File: src/rtl/hc4e_pkg.sv
// Shared HC4e definitions: ALU op codes, execute-FSM encoding, datapath widths and
// the registered ALU drive bundle.
package hc4e_pkg;

  localparam int REG_W     = 4;
  localparam int REG_IDX_W = 4;

  localparam logic [2:0] OP_ADD  = 3'b011;
  localparam logic [2:0] OP_XOR  = 3'b100;
  localparam logic [2:0] OP_THRU = 3'b111;

  typedef enum logic [1:0] {
    ST_IDLE = 2'd0,
    ST_EXEC = 2'd1,
    ST_WB   = 2'd2
  } state_t;

  // Everything the sibling ALU sees; held as one register so all four outputs move together.
  typedef struct packed {
    logic [2:0]       sel;
    logic [REG_W-1:0] a;
    logic [REG_W-1:0] b;
    logic             cin;
  } alu_drv_t;

  localparam alu_drv_t ALU_DRV_RST = '{sel: OP_THRU, a: '0, b: '0, cin: 1'b0};

  function automatic logic is_legal_op(input logic [2:0] op);
    return (op == OP_ADD) || (op == OP_XOR) || (op == OP_THRU);
  endfunction

endpackage

File: src/rtl/hc4e_regfile.sv
// HC4e register file: NREG x REG_W, two asynchronous read ports, one synchronous
// write port, asynchronous active-low clear of every entry to RST_R.
module hc4e_regfile
  import hc4e_pkg::*;
#(
  parameter int               NREG  = 16,
  parameter logic [REG_W-1:0] RST_R = '0
) (
  input  logic                 clk,
  input  logic                 rst_n,
  input  logic                 i_we,
  input  logic [REG_IDX_W-1:0] i_waddr,
  input  logic [REG_W-1:0]     i_wdata,
  input  logic [REG_IDX_W-1:0] i_raddr_a,
  output logic [REG_W-1:0]     o_rdata_a,
  input  logic [REG_IDX_W-1:0] i_raddr_b,
  output logic [REG_W-1:0]     o_rdata_b
);

  logic [REG_W-1:0] r_mem [NREG];

  // NOTE: this array is reset on purpose -- architectural state must read RST_R after
  // reset, so it is built from flops; storage without that need should stay unreset.
  always_ff @(posedge clk or negedge rst_n) begin
    if (!rst_n) begin
      for (int i = 0; i < NREG; i++) r_mem[i] <= RST_R;
    end else if (i_we) begin
      r_mem[i_waddr] <= i_wdata;
    end
  end

  assign o_rdata_a = r_mem[i_raddr_a];
  assign o_rdata_b = r_mem[i_raddr_b];

endmodule

File: src/rtl/alu_exec_ctrl.sv
// HC4e execute-stage sequencer: accepts one op per handshake, drives the sibling ALU
// from registers, writes result and carry back. Optional macro: ALU_ZERO_FLAG_EN.
module alu_exec_ctrl
  import hc4e_pkg::*;
#(
  parameter int               NREG  = 16,
  parameter logic [REG_W-1:0] RST_R = 4'h0
) (
  input  logic                 clk,
  input  logic                 rst_n,
  input  logic                 req_valid,
  output logic                 req_ready,
  input  logic [2:0]           req_op,
  input  logic [REG_IDX_W-1:0] req_rd,
  input  logic [REG_IDX_W-1:0] req_rs,
  input  logic                 req_use_carry,
  output logic [REG_W-1:0]     alu_a,
  output logic [REG_W-1:0]     alu_b,
  output logic [2:0]           alu_sel,
  output logic                 alu_cin,
  input  logic [REG_W-1:0]     alu_out,
  input  logic                 alu_cout,
  output logic                 done,
  output logic                 err,
  output logic                 carry_flag,
  output logic [REG_W-1:0]     dbg_rs_data
`ifdef ALU_ZERO_FLAG_EN
  ,
  output logic                 zero_flag
`endif
);

  state_t                 r_state;
  state_t                 w_state_nxt;
  logic                   w_accept;
  logic                   w_illegal;
  logic                   w_wb;
  logic [REG_IDX_W-1:0]   r_rd;
  alu_drv_t               r_drv;
  alu_drv_t               w_drv_nxt;
  logic [REG_W-1:0]       w_rd_data;
  logic [REG_W-1:0]       w_rs_data;
  logic                   r_carry;
  logic                   r_done;
  logic                   r_err;

  hc4e_regfile #(
    .NREG  (NREG),
    .RST_R (RST_R)
  ) u_regfile (
    .clk       (clk),
    .rst_n     (rst_n),
    .i_we      (w_wb),
    .i_waddr   (r_rd),
    .i_wdata   (alu_out),
    .i_raddr_a (req_rd),
    .o_rdata_a (w_rd_data),
    .i_raddr_b (req_rs),
    .o_rdata_b (w_rs_data)
  );

  // NOTE: next state and strobes get defaults before the case so every path assigns
  // them; a missing assignment here would infer a latch.
  always_comb begin
    w_state_nxt = r_state;
    w_accept    = 1'b0;
    w_illegal   = 1'b0;
    w_wb        = 1'b0;
    req_ready   = 1'b0;
    case (r_state)
      ST_IDLE: begin
        req_ready = 1'b1;
        if (req_valid) begin
          if (is_legal_op(req_op)) begin
            w_accept    = 1'b1;
            w_state_nxt = ST_EXEC;
          end else begin
            w_illegal = 1'b1;
          end
        end
      end
      ST_EXEC: w_state_nxt = ST_WB;
      ST_WB: begin
        w_wb        = 1'b1;
        w_state_nxt = ST_IDLE;
      end
      default: w_state_nxt = ST_IDLE;
    endcase
  end

  // Operands are captured at accept. XOR folds R[rs] into A so the ALU sees B=0 on
  // XOR just as on THRU; the ALU's XOR of A with zero then yields R[rd]^R[rs].
  always_comb begin
    w_drv_nxt.sel = req_op;
    w_drv_nxt.a   = w_rd_data;
    w_drv_nxt.b   = w_rs_data;
    w_drv_nxt.cin = req_use_carry & r_carry;
    if (req_op == OP_THRU) begin
      w_drv_nxt.a = w_rs_data;
      w_drv_nxt.b = '0;
    end else if (req_op == OP_XOR) begin
      w_drv_nxt.a = w_rd_data ^ w_rs_data;
      w_drv_nxt.b = '0;
    end
  end

  // NOTE: sequential state uses non-blocking assignment so every register samples
  // pre-edge values regardless of statement order.
  always_ff @(posedge clk or negedge rst_n) begin
    if (!rst_n) r_state <= ST_IDLE;
    else        r_state <= w_state_nxt;
  end

  // ALU drive only changes on accept, so it holds steady through EXEC, WB and IDLE.
  always_ff @(posedge clk or negedge rst_n) begin
    if (!rst_n) begin
      r_drv <= ALU_DRV_RST;
      r_rd  <= '0;
    end else if (w_accept) begin
      r_drv <= w_drv_nxt;
      r_rd  <= req_rd;
    end
  end

  always_ff @(posedge clk or negedge rst_n) begin
    if (!rst_n) begin
      r_carry <= 1'b0;
      r_done  <= 1'b0;
      r_err   <= 1'b0;
    end else begin
      r_done <= w_wb;
      r_err  <= w_illegal;
      if (w_wb) r_carry <= alu_cout;
    end
  end

`ifdef ALU_ZERO_FLAG_EN
  logic r_zero;

  always_ff @(posedge clk or negedge rst_n) begin
    if (!rst_n)    r_zero <= 1'b0;
    else if (w_wb) r_zero <= (alu_out == '0);
  end

  assign zero_flag = r_zero;
`endif

  assign alu_a       = r_drv.a;
  assign alu_b       = r_drv.b;
  assign alu_sel     = r_drv.sel;
  assign alu_cin     = r_drv.cin;
  assign done        = r_done;
  assign err         = r_err;
  assign carry_flag  = r_carry;
  assign dbg_rs_data = w_rs_data;

endmodule
File: config.mk
export PLATFORM = sky130hd
export DESIGN_NAME = alu_exec_ctrl
export DESIGN_NICKNAME = d
export VERILOG_FILES = /design/src/rtl/hc4e_pkg.sv /design/src/rtl/hc4e_regfile.sv /design/src/rtl/alu_exec_ctrl.sv
export SDC_FILE = /design/constraint.sdc
export NUM_CORES = 1
export LEC_CHECK = 0
export BUFFER_PORTS_ARGS = -buffer_cell sky130_fd_sc_hd__buf_2
export CAP_MARGIN = 30
export CORE_ASPECT_RATIO = 1.75
export CORE_MARGIN = 10
export CORE_UTILIZATION = 50
export CTS_CLUSTER_SIZE = 8
export DETAILED_ROUTE_END_ITERATION = 10
export GPL_TIMING_DRIVEN = 0
export PLACE_DENSITY = 0.77
export SLEW_MARGIN = 10
export SYNTH_ARGS = -nofsm -noshare
export SYNTH_HDL_FRONTEND = slang
export SYNTH_HIERARCHICAL = 1
export SYNTH_SLANG_ARGS = --single-unit
File: constraint.sdc
create_clock -name clk -period 3.8 [get_ports clk]
set_input_delay 0.95 -clock clk [delete_from_list [all_inputs] [get_ports clk]]
set_output_delay 0.95 -clock clk [all_outputs]
set_load 0.02 [all_outputs]
==> metrics.csv <==
stage,metric,value,unit
critical_path,r2r_cells,4,
synth,synth.avg_cell_area,13.7,um2
critical_path,cp-startpoint,req_rs[1],
critical_path,r2r_start,r_state[0],
run_status,status,"finished, final reports clean",
drt,drc_errors,0,
critical_path,critPathLaunchType,input pin,
drt,drt_iter0_drc,240,
clocking,cts_tree,built,
min_path,hold_depth,1,
sta,worstMarginPinSlew,0.753,ns
critical_path,cp_max_fo,10,
min_path,hp-start,r_state[1],
min_path,hold_path_class,flop to flop,
global_route,grt_max_degree,48,
sta,maxSlewHeadroom,0.497,
global_route,grt_pass1_vias,3094,
drt,first_pass_iters,4,
clocking,root_buffer,clkbuf_16,
floorplanning,dieArea,0.0132,mm2
floorplanning,die_x,91.1,um
clocking,cts.sinks,85,
drt,via_count,2917,
pwr,ir_drop,0.000303,V
synth,synth.net_count,343,
synth,synth_top_family_by_area,multiplexers,
sta,fin_tns_setup,0,ns
synth,ys_ff_latch,85,
place,place_ws,0.0888,ns
floorplanning,boundaryPins,40,
synth,ys_types,36,
synth,synth-xor-area-share,0.00593,
critical_path,crit_type,input pin to primary output,
floorplanning,chipHeight,144,um
global_route,track_usage,0.163,
clocking,numCtsBuffers,9,
global_route,grt_pass1_wl,16.4,mm
critical_path,cp-end-kind,primary output,
sta,timing.hold.ws,0.445,ns
floorplanning,rows,45,
finish,areaGrowthSynthToFinish,15.6,%
drt,wire_per_inst,20.6,um
critical_path,r2r_slack,1.58,ns
drt,routed_wirelength,10.2,mm
drt,routed_via_density,5.90,
critical_path,r2r-end,u_regfile/r_mem[8],
synth,muxShareOfSynthArea,0.348,
critical_path,required,2.85,ns
place,dp_hpwl,7.74,mm
critical_path,arrival,2.67,ns
drt,antenna_left,0,
clocking,clk_pin_slew,0.06,ns
sta,slew_violations,0,
sta,fmax,0.277,GHz
synth,syn_area,0.00443,mm2
clocking,clk_path_buf_depth,2,
min_path,holdPathEnd,r_state[1],
floorplanning,coreArea,0.00867,mm2
pwr,powerDensity,656,mW/mm2
finish,final_area,0.00512,mm2
clocking,insertion_delay,0.34,ns
run,maxCapViolations,0,
sta,finClkSkew,0.00800,ns
global_route,grt.overflow.total,0,
pwr,leakage,0.00226,uW
sta,setup_viol_count_final,0,
synth,synth-simple-area-share,0.105,
synth,yosysWarnings,6,
clocking,cts_htree_levels,3,
floorplanning,start_util,0.511,
finish,fin_nets,392,
global_route,antenna_found_initial,0,
synth,synth_fa_ha_area_frac,0,
sta,worst_slack,0.184,ns
finish,drive_above_1_share,0.469,
finish,antenna_cells,0,
sta,timing_hold_violations_final,0,
place,place_congestion,0.794,
synth,synthCells,323,
sta,rsz0062_at_grt,no,
place,dpl_cell_area,0.00478,mm2
synth,synth_compound_area_frac,0.0381,
sta,fin_crit_sh,0.952,
sta,min_period,3.62,ns
synth,seq_area_frac_synth,0.481,
place,numPortBuffers,37,
==> power breakdown <==
group | total (uW) | internal [uW] | switching (uW)
clock network | 965 | 599 | 366
logic | 955 | 545 | 410
registers | 1440 | 1210 | 225
==> cells in the mapped netlist <==
cell / number / area, um2
a22o_1: 2 / 17.5
nor3b_1: 2 / 15.0
nor2b_1: 7 / 43.8
nor3_2: 2 / 20.0
nor3b_4: 1 / 18.8
dfrtp_1: 82 / 2050
or4_1: 2 / 15.0
buf_4: 2 / 15.0
or3_1: 1 / 6.26
o21a_1: 2 / 15.0
mux2_4: 9 / 135
xor2_1: 3 / 26.3
o211ai_4: 1 / 21.3
nand3b_1: 2 / 15.0
nand2_2: 1 / 6.26
a22oi_1: 8 / 60.1
or2b_1: 1 / 7.51
clkbuf_1: 5 / 18.8
nand2b_4: 1 / 13.8
dfstp_2: 3 / 78.8
nand2b_1: 1 / 6.26
and3_1: 2 / 12.5
nand2_1: 28 / 105
mux4_2: 32 / 721
nor3_1: 2 / 10.0
nor2_1: 15 / 56.3
clkbuf_2: 1 / 5.00
buf_1: 1 / 3.75
buf_6: 1 / 11.3
buf_2: 7 / 35.0
nand3_1: 21 / 105
a21oi_1: 2 / 10.0
inv_1: 2 / 7.51
o21ai_0: 9 / 45.0
mux2_2: 61 / 687
and2_1: 1 / 6.26
==> flip-flops by register name, indices dropped and copies added, names as in the netlist <==
name and cells:
err 1, u_regfile/r_mem 64, done 1, alu_sel 3
alu_a 4, carry_flag 1, r_rd 4, alu_b 4
r_state 2, alu_cin 1
==> worst max-delay path, stage by stage <==
cell and delay (ns):
clkbuf_1 0.34, buf_2 0.37, mux4_2 0.36, a22oi_2 0.25, nand3_1 0.19, buf_2 0.20
==> cell families after synthesis <==
kind of cell              after synthesis
and+or+nand+nor                        90
muxes                                 102
xor gates and xnor gates                3
buffers and inverters                  19
DFF                                    85
AOI/OAI and AO/OA                      24
==> area by class of cell <==
type / count / area, um2
Buffer: 17 / 88.8
Timing Repair Buffer: 38 / 208
Clock inverter: 6 / 93.8
Tap cell: 117 / 146
Sequential cell: 85 / 2130
Multi-Input combinational cell: 219 / 2210
Fill cell: 722 / 3550
Clock buffer: 10 / 239
Inverter: 2 / 7.51
==> worst max path at each step <==
stage                     end  slack, ns  cells after the start
2_1_floorplan  dbg_rs_data[1]       0.56                      5
3_3_place_gp   dbg_rs_data[1]       0.09                      6
3_5_place_dp   dbg_rs_data[1]       0.09                      6
4_1_cts        dbg_rs_data[1]        0.1                      6
5_1_grt        dbg_rs_data[1]       0.05                      6
6_report       dbg_rs_data[1]       0.18                      6
==> metal layers <==
layer | wire [um] | vias up | track usage
met5 | 0 | - | 0
met4 | 444 | 0 | 0.109
li1 | - | 1310 | -
met1 | 3640 | 1498 | 0.159
met3 | 567 | 22 | 0.0493
met2 | 5550 | 87 | 0.289
==> cells in the final DEF (no fill, tap or decap), types with 3 or more instances in the layout <==
master / count
a22oi_1: 7
buf_2: 43
buf_4: 3
clkbuf_1: 5
clkbuf_16: 9
dfrtp_1: 82
dfstp_2: 3
mux2_2: 61
mux2_4: 9
mux4_2: 32
nand2_1: 28
nand3_1: 21
nor2_1: 15
nor2b_1: 7
o21ai_0: 9
xor2_1: 3
==> through the flow <==
| stage | cells | power, uW | utilization |
|---|---|---|---|
| floorplan | 323 | 2100 | - |
| global placement | 477 | 2330 | 0.549 |
| detailed placement | 478 | 2400 | 0.552 |
| CTS | 494 | 3370 | 0.590 |
| global route | 494 | 3520 | 0.590 |
| finish | 494 | 3360 | 0.590 |
==> repair_timing <==
action / CTS / global route
hold endpoints to repair: 0 / 0
hold buffers: 0 / 0
buffers inserted: 0 / 0
setup endpoints to repair: 0 / 1
resized for setup: 0 / 1
(Power assumes the default switching activity.)
